[src/rtl/multdiv_pw_ctrl.sv]
// multdiv_pw_ctrl: P/W stage controller for the iterative mult/div unit.
// Detects a mult/div in DX, latches its operands, pulses the unit's start
// line, stalls the front of the pipe until the result returns, then issues
// a one-cycle register writeback: the result goes to $rd, an exception
// code goes to $r30.
// Optional build macro MD_TIMEOUT_EN: abort BUSY after TIMEOUT cycles
// without md_ready and write back a forced exception.
module multdiv_pw_ctrl #(
  parameter int TIMEOUT = 48,
  parameter int CNT_W   = 6
) (
  input  logic        clock,
  input  logic        reset,
  input  logic [31:0] dx_ir,
  input  logic [31:0] dx_a,
  input  logic [31:0] dx_b,
  input  logic [31:0] md_result,
  input  logic        md_exception,
  input  logic        md_ready,
  output logic        ctrl_mult,
  output logic        ctrl_div,
  output logic [31:0] md_op_a,
  output logic [31:0] md_op_b,
  output logic        pw_stall,
  output logic [31:0] pw_ir,
  output logic        wb_valid,
  output logic [4:0]  wb_reg,
  output logic [31:0] wb_data
);

  // The counter must be able to hold TIMEOUT without wrapping.
  if ((2 ** CNT_W) <= TIMEOUT) begin : g_cnt_check
    $error("CNT_W too narrow for TIMEOUT");
  end

  typedef enum logic [1:0] {IDLE, START, BUSY, DONE} state_t;

  state_t           state_reg, state_next;
  logic             op_div_reg;
  logic             exc_reg;
  logic [31:0]      result_reg;
  logic [31:0]      pw_ir_reg;
  logic [31:0]      op_a_reg, op_b_reg;
  logic [CNT_W-1:0] cnt_reg;
  logic             is_mult, is_div, is_md;
  logic             timeout_hit;

  // Decode of the instruction currently sitting in DX.
  always_comb begin
    is_mult = (dx_ir[31:27] == 5'b00000) && (dx_ir[6:2] == 5'b00110);
    is_div  = (dx_ir[31:27] == 5'b00000) && (dx_ir[6:2] == 5'b00111);
    is_md   = is_mult || is_div;
  end

`ifdef MD_TIMEOUT_EN
  // Fires in the TIMEOUT-th BUSY cycle (the counter starts at 0 in the first).
  assign timeout_hit = (cnt_reg == CNT_W'(TIMEOUT - 1));
`else
  assign timeout_hit = 1'b0;
`endif

  // State register.
  always_ff @(posedge clock) begin
    if (reset) state_reg <= IDLE;
    else       state_reg <= state_next;
  end

  // Next-state logic. The mult/div still held in DX during DONE is not
  // re-detected because detection happens only in IDLE.
  always_comb begin
    state_next = state_reg;
    case (state_reg)
      IDLE:    if (is_md) state_next = START;
      START:   state_next = BUSY;
      BUSY:    if (md_ready || timeout_hit) state_next = DONE;
      DONE:    state_next = IDLE;
      default: state_next = IDLE;
    endcase
  end

  // Datapath: operand/instruction latch, result capture, BUSY cycle counter.
  always_ff @(posedge clock) begin
    if (reset) begin
      pw_ir_reg  <= '0;
      op_a_reg   <= '0;
      op_b_reg   <= '0;
      op_div_reg <= 1'b0;
      exc_reg    <= 1'b0;
      result_reg <= '0;
      cnt_reg    <= '0;
    end else begin
      case (state_reg)
        IDLE: if (is_md) begin
          pw_ir_reg  <= dx_ir;
          op_a_reg   <= dx_a;
          op_b_reg   <= dx_b;
          op_div_reg <= is_div;
        end
        START: cnt_reg <= '0;
        BUSY: begin
          if (cnt_reg != {CNT_W{1'b1}}) cnt_reg <= cnt_reg + 1'b1;
          if (md_ready) begin
            result_reg <= md_result;
            exc_reg    <= md_exception;
          end else if (timeout_hit) begin
            exc_reg    <= 1'b1;
          end
        end
        default: ;
      endcase
    end
  end

  // Outputs: start pulses, stall and the DONE-cycle writeback request.
  always_comb begin
    ctrl_mult = (state_reg == START) && !op_div_reg;
    ctrl_div  = (state_reg == START) &&  op_div_reg;
    pw_stall  = ((state_reg == IDLE) && is_md) || (state_reg == START) ||
                (state_reg == BUSY);
    md_op_a   = op_a_reg;
    md_op_b   = op_b_reg;
    pw_ir     = pw_ir_reg;
    wb_valid  = 1'b0;
    wb_reg    = 5'd0;
    wb_data   = 32'd0;
    if (state_reg == DONE) begin
      if (exc_reg) begin
        wb_valid = 1'b1;
        wb_reg   = 5'd30;
        wb_data  = op_div_reg ? 32'd5 : 32'd4;
      end else begin
        wb_reg   = pw_ir_reg[26:22];
        wb_data  = result_reg;
        wb_valid = (pw_ir_reg[26:22] != 5'd0);
      end
    end
  end

endmodule

[config.mk]
export PLATFORM = sky130hd
export DESIGN_NAME = multdiv_pw_ctrl
export DESIGN_NICKNAME = d
export VERILOG_FILES = /design/src/rtl/multdiv_pw_ctrl.sv
export SDC_FILE = /design/constraint.sdc
export NUM_CORES = 1
export LEC_CHECK = 0
export BUFFER_PORTS_ARGS = -buffer_cell sky130_fd_sc_hd__buf_2
export CAP_MARGIN = 5
export CORE_MARGIN = 5
export CORE_UTILIZATION = 45
export DETAILED_ROUTE_END_ITERATION = 7
export GPL_TIMING_DRIVEN = 0
export PLACE_DENSITY = 0.83
export RECOVER_POWER = 25
export SETUP_SLACK_MARGIN = 0.15
export SYNTH_ARGS = -nofsm -noshare
export SYNTH_HDL_FRONTEND = slang
export SYNTH_SLANG_ARGS = --single-unit
export TNS_END_PERCENT = 100
[constraint.sdc]
create_clock -name clock -period 2.32 [get_ports clock]
set_input_delay 0.464 -clock clock [delete_from_list [all_inputs] [get_ports clock]]
set_output_delay 0.464 -clock clock [all_outputs]
set_load 0.02 [all_outputs]
==> flow_summary.yaml <==
route:
  ant_nets: 0
  avgRoutedWirePerCell_um: 14.31
  firstDrtPassIters: 5
  drc: 0
  totalWireLength_mm: 15.19
  drt_iter0_drc: 316
  routed_via_density: 4.691
  num_vias: 4982
power_and_ir_drop:
  leakage_nw: 3.083
  ir_drop_uv: 393.2
  power_density_nw_per_um2: 727.2
  total_power_w: 0.005227
cts:
  numCtsBuffers: 17
  ctsLongestPathBuffers: 2
  htree_levels: 4
  cts_hold_buf: 0
  clkTransAtPathRegs_ps: 60
  clock_latency_ps: 510
  cts_root_buf: "clkbuf_8"
  cts.sinks: 132
  cts_tree: "built"
place:
  routabilityCongestion: 0.8464
  dp_hpwl_mm: 11.40
  place_area_um2: 6504
  port_buffers: 267
timing:
  clock_skew_ps: 9.846
  final.period_utilization_pct: 105.2
  hold_viol_final: 0
  relSlewSlack_pct: 56.30
  setup_viol: 2
  hold_slack_ps: 181.8
  final.min_clock_period_ps: 2442
  setup_slack_ps: -121.8
  maxSlewViolCount: 0
  grt_setup_unrepaired: "yes"
  tightestPinTransition_ps: 655.5
  clock.fmax_mhz: 409.5
floorplanning:
  core_um2: 10840
  die_h_um: 115.3
  chipWidth_um: 115.3
  fp.dieArea_um2: 13300
  initial_core_util_pct: 46.05
  io_pins: 269
  num_rows: 38
yosys:
  ys.warnings.count: 0
  syn_avg_cell_area_um2: 8.091
  yosys.area.top_type_share_pct: 52.93
  async_flop_share_pct: 0
  yosysTopAreaCell: "dfxtp_1"
  ys_seq_area_share_pct: 52.93
  synth_most_common_cell: "nand2_1"
  netlist_top_cells_count: "nand2_1, dfxtp_1, a21oi_1, and2_1, clkbuf_1"
  synth.distinct_cells: 25
  ys_seq_elements: 132
  synth_edf_count: 0
  syn-num-nets: 753
  syn_area_um2: 4992
  syn_inst: 617
  synthTopCellsByArea: "dfxtp_1, nand2_1, a21oi_1, and2_1, buf_6"
  ys.flop_type: "dfxtp_1"
setup_path:
  r2r_start: "state_reg[1]"
  worstSetupStartpointType: "register"
  endpoint: "pw_stall"
  r2r-end: "pw_ir[17]"
  critPathLaunch: "state_reg[1]"
  path_cells: "inv_2 > ha_4 > and4_1 > buf_6 > buf_8 > or3_4 > buf_6"
  cp.depth: 7
  crit_type: "reg -> out"
  cpMostUsedCell: "buf_6"
  critPathMaxStageDelay_ps: 370
  r2r_slack_ps: 460
  end_kind: "output port"
  critPathBufInv: 4
  crit_required_ps: 1860
  path_delay_family: "simple AND/OR/NAND/NOR gates"
  worst_ep_arrival_time_ps: 1980
  r2r_cells: 7
  path_max_fanout: 10
  critPathSlowestCell: "dfxtp_4"
layout:
  n_fill_cell: 948
  drive_gt1_share_pct: 33.51
  num_antenna_cells: 0
  fin_area_um2: 7188
  final_util_pct: 66.31
  syn2layout_area_growth_pct: 43.98
  fin_nets: 1045
grt:
  grt_pass1_wl_mm: 23.49
  grt_max_degree: 17
  antenna_found_initial: 0
  grt.total_usage_pct: 22.44
  grt.overflow.total: 0
  grt_pass1_vias: 4829
run_status:
  violations: "negative setup slack"
  outcome: "finished, violations left"
flow_run:
  drv_cap: 0
hold_path:
  hold_class: "in -> reg"
[metal layers]
| metal | track usage [%] | vias to the layer above | wire, um |
|---|---|---|---|
| li1 | - | 2563 | - |
| met1 | 25.60 | 2210 | 6047 |
| met2 | 39.58 | 193 | 7634 |
| met3 | 7.316 | 16 | 1293 |
| met4 | 7.355 | 0 | 218 |
| met5 | 0 | - | 0 |
[per-stage QoR]
| stage | setup WS (ps) | instances | setup TNS, ps |
|---|---|---|---|
| after floorplan | 323.5 | 617 | 0 |
| after global placement | -34.03 | 1024 | -34.03 |
| after CTS | -155.0 | 1062 | -1477 |
| after detailed placement | -13.04 | 1024 | -13.04 |
| after global routing | -188.3 | 1062 | -2598 |
| final | -121.8 | 1062 | -135.4 |
[area by class of cell]
type	count	area [um2]	area share, %
clock buffer	22	483.0	6.719
clock inverter	10	143.9	2.002
buffer	44	264.0	3.673
sequential	132	2650	36.87
multi-input combinational	437	2117	29.45
inverter	4	15.01	0.2089
timing repair buffer	273	1340	18.64
tap	140	175.2	2.437
[what timing repair did]
item | 4_1_cts | 5_1_grt
buffers inserted | 6 | 0
gates cloned | 0 | 0
resized for setup | 23 | 4
pin swaps | 2 | 1
setup endpoints to repair | 33 | 33
[worst min-delay path by stage]
stage                              start              to  slack, ps  cells past startpoint
after CTS                      dx_ir[26]       pw_ir[26]        160                      3
after global routing           dx_ir[26]       pw_ir[26]        170                      3
after global placement          pw_ir[5]        pw_ir[5]        440                      1
final                          dx_ir[26]       pw_ir[26]        180                      3
after floorplan           result_reg[10]  result_reg[10]        430                      2
after detailed placement       pw_ir[31]       pw_ir[31]        440                      1
[worst min-delay path, stage by stage]
cell and delay (ps):
buf_2 100, nand2_1 40, a21oi_1 50
[logic make-up after synthesis]
logic type,synth area share (%)
AND/OR/NAND/NOR,26.17
buffers and inverters,5.213
multiplexers,0.4010
adder cells (fa/ha/maj),1.003
flip-flops,52.93
AO/OA/AOI/OAI,14.29
[power breakdown]
part / switching (W) / total (W) / internal, W
registers: 0.00000103 / 0.00227 / 0.00227
logic: 0.0000900 / 0.000181 / 0.0000907
clock network: 0.000990 / 0.00278 / 0.00179
total: 0.00108 / 0.00523 / 0.00415
[cell usage in the layout (no fill, tap or decap), drive strengths merged]
cell      Yosys  routed
buf          15     243
nand2       242     242
dfxtp       132     132
a21oi       123     123
clkbuf       29      96
and2         40      40
nor2          7       7
o21a          6       6
inv           4       6
ha            4       4
bufinv        0       3
clkinvlp      0       3
nor2b         3       3
mux2i         2       2
nand2b        2       2
clkinv        0       2
nor4          1       1
and3b         1       1
and4          1       1
or3           1       1
or4           1       1
o31a          1       1
nand4         1       1
o22ai         1       1
No activity file was read; power rests on OpenSTA's default activity.
